**src/rtl/clint_rtc_multi.sv**
```systemverilog
// Core-local interruptor for NUM_HARTS harts with a fractional-rate mtime tick.
// Exposes msip, mtimecmp and mtime on the data bus with a fixed one-cycle response.
module clint_rtc_multi #(
  parameter int          NUM_HARTS = 4,
  parameter int unsigned CLK_FREQ  = 1000000000,
  parameter int unsigned RTC_FREQ  = 100000000,
  parameter int          ACC_WIDTH = 32
) (
  input  logic                 reset,
  input  logic                 clock,
  input  logic                 mem_valid,
  input  logic [31:0]          mem_addr,
  input  logic [31:0]          mem_wdata,
  input  logic [3:0]           mem_wstrb,
  output logic [31:0]          mem_rdata,
  output logic                 mem_ready,
  output logic [63:0]          mtime_o,
  output logic [NUM_HARTS-1:0] msip_o,
  output logic [NUM_HARTS-1:0] mtip_o
);

  localparam logic [ACC_WIDTH-1:0] CLK_STEP = ACC_WIDTH'(CLK_FREQ);
  localparam logic [ACC_WIDTH-1:0] RTC_STEP = ACC_WIDTH'(RTC_FREQ);

  logic [ACC_WIDTH-1:0] acc;
  logic [ACC_WIDTH-1:0] acc_sum;
  logic [ACC_WIDTH-1:0] acc_next;
  logic                 tick;

  logic [63:0]          mtime;
  logic [63:0]          mtime_inc;
  logic [63:0]          mtime_next;
  logic [63:0]          mtimecmp [NUM_HARTS];
  logic [NUM_HARTS-1:0] msip;
  logic [NUM_HARTS-1:0] mtip_cmp;

  logic [15:0]          off;
  logic                 is_write;
  logic                 hit_msip;
  logic                 hit_cmp;
  logic                 hit_mtime;
  logic                 word_hi;
  logic [5:0]           msip_idx;
  logic [5:0]           cmp_idx;
  logic [31:0]          rd_val;
  logic                 unused_addr_bits;

  function automatic logic [31:0] merge_bytes(input logic [31:0] old_word,
                                              input logic [31:0] wdata,
                                              input logic [3:0]  strb);
    logic [31:0] res;
    res = old_word;
    for (int b = 0; b < 4; b++) begin
      if (strb[b]) res[8*b +: 8] = wdata[8*b +: 8];
    end
    return res;
  endfunction

  // Phase accumulator: tick whenever the accumulated RTC phase crosses one core-clock period.
  always_comb begin
    acc_sum  = acc + RTC_STEP;
    tick     = (acc_sum >= CLK_STEP);
    acc_next = tick ? (acc_sum - CLK_STEP) : acc_sum;
  end

  assign off              = mem_addr[15:0];
  assign unused_addr_bits = ^{mem_addr[31:16], mem_addr[1:0]};
  assign is_write         = mem_valid && (mem_wstrb != 4'b0000);
  assign hit_msip         = (off[15:8] == 8'h00);
  assign msip_idx         = off[7:2];
  assign hit_cmp          = (off[15:9] == 7'b0100_000);
  assign cmp_idx          = off[8:3];
  assign hit_mtime        = (off[15:3] == 13'h17FF);
  assign word_hi          = off[2];

  // Hart indices beyond NUM_HARTS never match, so those offsets read as zero.
  always_comb begin
    rd_val = '0;
    if (hit_mtime) rd_val = word_hi ? mtime[63:32] : mtime[31:0];
    for (int h = 0; h < NUM_HARTS; h++) begin
      if (hit_msip && (msip_idx == 6'(h))) rd_val = {31'b0, msip[h]};
      if (hit_cmp && (cmp_idx == 6'(h)))
        rd_val = word_hi ? mtimecmp[h][63:32] : mtimecmp[h][31:0];
    end
  end

  // A bus write to one mtime word overrides the tick for that word only; the other keeps the carry.
  always_comb begin
    mtime_inc  = mtime + 64'(tick);
    mtime_next = mtime_inc;
    if (is_write && hit_mtime) begin
      if (word_hi) mtime_next[63:32] = merge_bytes(mtime_inc[63:32], mem_wdata, mem_wstrb);
      else         mtime_next[31:0]  = merge_bytes(mtime_inc[31:0], mem_wdata, mem_wstrb);
    end
  end

  always_comb begin
    mtip_cmp = '0;
    for (int h = 0; h < NUM_HARTS; h++) mtip_cmp[h] = (mtime >= mtimecmp[h]);
  end

  always_ff @(posedge clock or negedge reset) begin
    if (!reset) begin
      acc   <= '0;
      mtime <= '0;
    end else begin
      acc   <= acc_next;
      mtime <= mtime_next;
    end
  end

  always_ff @(posedge clock or negedge reset) begin
    if (!reset) begin
      msip <= '0;
      for (int h = 0; h < NUM_HARTS; h++) mtimecmp[h] <= '1;
    end else if (is_write) begin
      for (int h = 0; h < NUM_HARTS; h++) begin
        if (hit_msip && (msip_idx == 6'(h)) && mem_wstrb[0]) msip[h] <= mem_wdata[0];
        if (hit_cmp && (cmp_idx == 6'(h))) begin
          if (word_hi)
            mtimecmp[h][63:32] <= merge_bytes(mtimecmp[h][63:32], mem_wdata, mem_wstrb);
          else
            mtimecmp[h][31:0]  <= merge_bytes(mtimecmp[h][31:0], mem_wdata, mem_wstrb);
        end
      end
    end
  end

  // Response carries the value sampled at acceptance, and is forced to zero between responses.
  always_ff @(posedge clock or negedge reset) begin
    if (!reset) begin
      mem_ready <= 1'b0;
      mem_rdata <= '0;
    end else begin
      mem_ready <= mem_valid;
      mem_rdata <= mem_valid ? rd_val : '0;
    end
  end

  always_ff @(posedge clock or negedge reset) begin
    if (!reset) begin
      mtip_o <= '0;
      msip_o <= '0;
    end else begin
      mtip_o <= mtip_cmp;
      msip_o <= msip;
    end
  end

  assign mtime_o = mtime;

endmodule

```
**config.mk**
```make
export PLATFORM = sky130hd
export DESIGN_NAME = clint_rtc_multi
export DESIGN_NICKNAME = d
export VERILOG_FILES = /design/src/rtl/clint_rtc_multi.sv
export SDC_FILE = /design/constraint.sdc
export NUM_CORES = 1
export LEC_CHECK = 0
export CORE_MARGIN = 5
export CORE_UTILIZATION = 55
export CTS_CLUSTER_DIAMETER = 100
export DETAILED_ROUTE_END_ITERATION = 7
export HOLD_SLACK_MARGIN = 0.15
export PLACE_DENSITY_LB_ADDON = 0.25
export SLEW_MARGIN = 0
export SYNTH_ARGS = -nofsm -noshare
export SYNTH_HDL_FRONTEND = slang
export SYNTH_SLANG_ARGS = --single-unit
```
**constraint.sdc**
```tcl
create_clock -name clock -period 4.7 [get_ports clock]
set_input_delay 1.175 -clock clock [delete_from_list [all_inputs] [get_ports clock]]
set_output_delay 1.175 -clock clock [all_outputs]
set_load 0.005 [all_outputs]
```
==> results of run 1 <==
-- worst max-delay path, cell delays in order (launching register included) --
cell and delay (ns):
dfrtp_1 0.43, or4_4 0.61, a22oi_4 0.32, a31oi_2 0.24, mux2_4 0.35, o22ai_2 0.25
a311oi_4 0.14, inv_2 0.08, ha_1 0.19, nand3_1 0.15, nor2_2 0.20, and2_0 0.18
nor3b_4 0.29, nand2_1 0.17, or2_2 0.31, nor3_1 0.20, xnor2_1 0.15, a21oi_1 0.09
-- cell families (layout without fill, tap and decap cells) --
family	after synthesis	after routing	synth area share, %
muxes	202	202	9.82
and+or+nand+nor	767	767	14.0
DFF	389	389	39.4
other	0	1	0
adders and majority gates	261	261	12.8
xor gates and xnor gates	99	99	3.40
AOI/OAI and AO/OA	609	609	14.7
buffers and inverters	403	573	5.96
-- how the worst max path moves through the flow --
stage | start | end | slack (ns) | cells past startpoint
finish | acc[16] | mtime_o[63] | 0.22 | 17
global route | acc[16] | mtime_o[63] | 0.04 | 17
CTS | acc[9] | mtime_o[62] | 0.17 | 18
detailed placement | acc[9] | mtime_o[60] | 0.04 | 18
global placement | acc[9] | mtime_o[60] | 0.13 | 18
floorplan | acc[8] | mtime_o[63] | 0.20 | 20
-- cells in the final DEF (no fill, tap or decap), drive strengths merged, types with 66 or more instances in the layout --
master and count:
mux2i 96, dfstp 256, inv 272, ha 261, nand4 74, buf 66, nor2 207, o21ai 275
a21oi 146, clkdlybuf4s50 154, dfrtp 133, mux2 75, nand2 284
-- power groups by stage --
stage                     clock (mW)  sequential, mW  combinational [mW]
final                           3.63            3.51               0.689
after global routing            3.82            3.51               0.745
after CTS                       3.68            3.51               0.684
after detailed placement           0            3.56               0.679
after global placement             0            3.56               0.661
after floorplan                    0            3.51               0.339
-- stage by stage --
step                utilization [%]  cells  hold WS [ns]
finish                         63.6   3508         0.396
global route                   63.6   3508         0.413
CTS                            63.5   3507         0.402
detailed placement             60.3   3427         0.391
global placement               60.3   3427         0.385
floorplan                         -   2730         0.363
-- registers in the layout, summed over array words and instances (netlist names) --
name	cells
mtip_o	4
mtime_o	64
msip	4
mem_rdata	32
mem_ready	1
mtimecmp	256
msip_o	4
acc	24
-- final cells by class --
| cell class | count | area, um2 | area share [%] |
|---|---|---|---|
| sequential | 389 | 10100 | 34.2 |
| timing repair buffer | 221 | 2090 | 7.12 |
| clock buffer | 62 | 1280 | 4.35 |
| clock inverter | 18 | 221 | 0.753 |
| antenna | 1 | 2.50 | 0.00851 |
| tap | 607 | 759 | 2.58 |
| multi-input combinational | 1938 | 14000 | 47.5 |
| inverter | 272 | 1020 | 3.47 |
-- per-layer routing --
metal  part of all wire, %  vias to the layer above  track usage [%]
li1                      -                     9799                -
met1                    40                    10400             39.5
met2                    48                      900             50.3
met3                   8.0                      213             5.41
met4                   4.3                        0             12.5
met5                     0                        -                0
==> out/qor.csv, run 1 <==
stage,metric,value,unit
yosys,syn_nets,3062,
worst_setup_path,cp-end-kind,register,
floorplanning,initial_core_util,55.2,%
cells_and_area,drive_gt1_share,19.7,%
floorplanning,core-area,0.0463,mm2
cells_and_area,final_area,0.0294,mm2
min_path,whs_path_depth,0,
sta,worst_pin_slew,1.04,ns
sta,maxSlewViolCount,0,
worst_setup_path,r2r_end,mtime_o[63],
placement,dp_worst_setup_slack,0.0396,ns
yosys,syn_area,0.0255,mm2
power,clock_power_share,46.4,%
power,p_leak,14.5,nW
grt,grt_pass1_vias,21700,
min_path,min_path_type,register to register,
sta,period_needed,4.48,ns
power,p_comb_share,8.8,%
sta,clock-skew-final,0.0234,ns
sta,fin_setup_tns,0,ns
power,finalPower,7.83,mW
route,wl,78000,um
yosys,synth_cell_type_count,76,
placement,io_buffers,157,
cells_and_area,nets,3198,
floorplanning,pin_count,176,
yosys,synth_area_leader_cell,dfstp_2,
clocking,cts-buffers-inserted,44,
worst_setup_path,worst-r2r-setup-slack,0.22,ns
sta,fmaxAchievable,223,MHz
floorplanning,die_area,0.0508,mm2
placement,hpwl,56200,um
power,p_sw,1.98,mW
cells_and_area,fill_cells,3778,
job,max_cap_violations,0,
placement,place_area,0.0279,mm2
power,power.density,266,mW/mm2
clocking,clock-sinks,389,
floorplanning,num_rows,79,
clocking,clkTransAtPathRegs,0.06,ns
grt,grt_max_degree,104,
yosys,synth_cells,2730,
sta,hold_viol_final,0,
yosys,synth_warnings,0,
power,seqPwrFrac,44.8,%
worst_setup_path,start_kind,register,
clocking,clock_path_buffers,3,
floorplanning,die_y,225,um
clocking,cts_hold_buf,0,
min_path,worstHoldStart,msip[2],
route,antenna_left,0,
sta,setup-violations-final,0,
worst_setup_path,arrival,4.93,ns
yosys,synth_area_leaders,"dfstp_2, dfrtp_1, ha_1",
power,p_int,5.85,mW
grt,grt_remaining_overflow,0,
placement,gp_congestion,0.939,
clocking,htree_levels,2,
worst_setup_path,r2r.worst_path.cells,17,
yosys,netlist.area_leader.share,26.3,%
yosys,synth-async-reset-ratio,100,%
route,via_count,21300,
power,netSwitchingFraction,25.3,%
clocking,postCtsSetupBuffers,0,
yosys,synth-seq-area-share,39.4,%
yosys,ys.flop_type,dfstp_2,
yosys,synth_seq_cells,389,
sta,rsz0062_at_grt,false,
clocking,cts_resized,1,
sta,fin_ws,0.223,ns
grt,antenna_found_initial,3,
cells_and_area,syn_to_final_growth,15.2,%
clocking,cts_tree,yes,
yosys,syn_avg_cell_area,9.35,um2
power,irDropWorstVdd,304,uV
yosys,synth_most_common_cell,nand2_1,
grt,track_usage,30.3,%
worst_setup_path,cp_max_fo,6,
worst_setup_path,critPathKind,register to register,
route,drc,0,
yosys,synth_edf_count,0,
worst_setup_path,crit_required,5.15,ns
route,drtPass1Iterations,6,
min_path,holdPathEnd,msip_o[2],
clocking,clk_latency,0.59,ns
floorplanning,die_w,225,um
yosys,ys_top_cells_by_count,"nand2_1, o21ai_0, inv_1",
clocking,cts_root_buffer,clkbuf_16,
grt,grt_first_pass_wirelength,121000,um
outcome,outcome,completed,
sta,fin_crit_sh,95.3,%
sta,relSlewSlack,30.4,%
worst_setup_path,r2r_start,acc[16],
route,viasPerCell,6.08,
route,wire_per_inst,22.2,um
route,drt_iter0_drc,1906,
(Power assumes the default switching activity.)
==> inputs of run 2 (changes only) <==
Settings changed: SLEW_MARGIN 0 to unset.
==> results of run 2 <==
The final DEF is identical to that of run 1; final timing and power are the same.
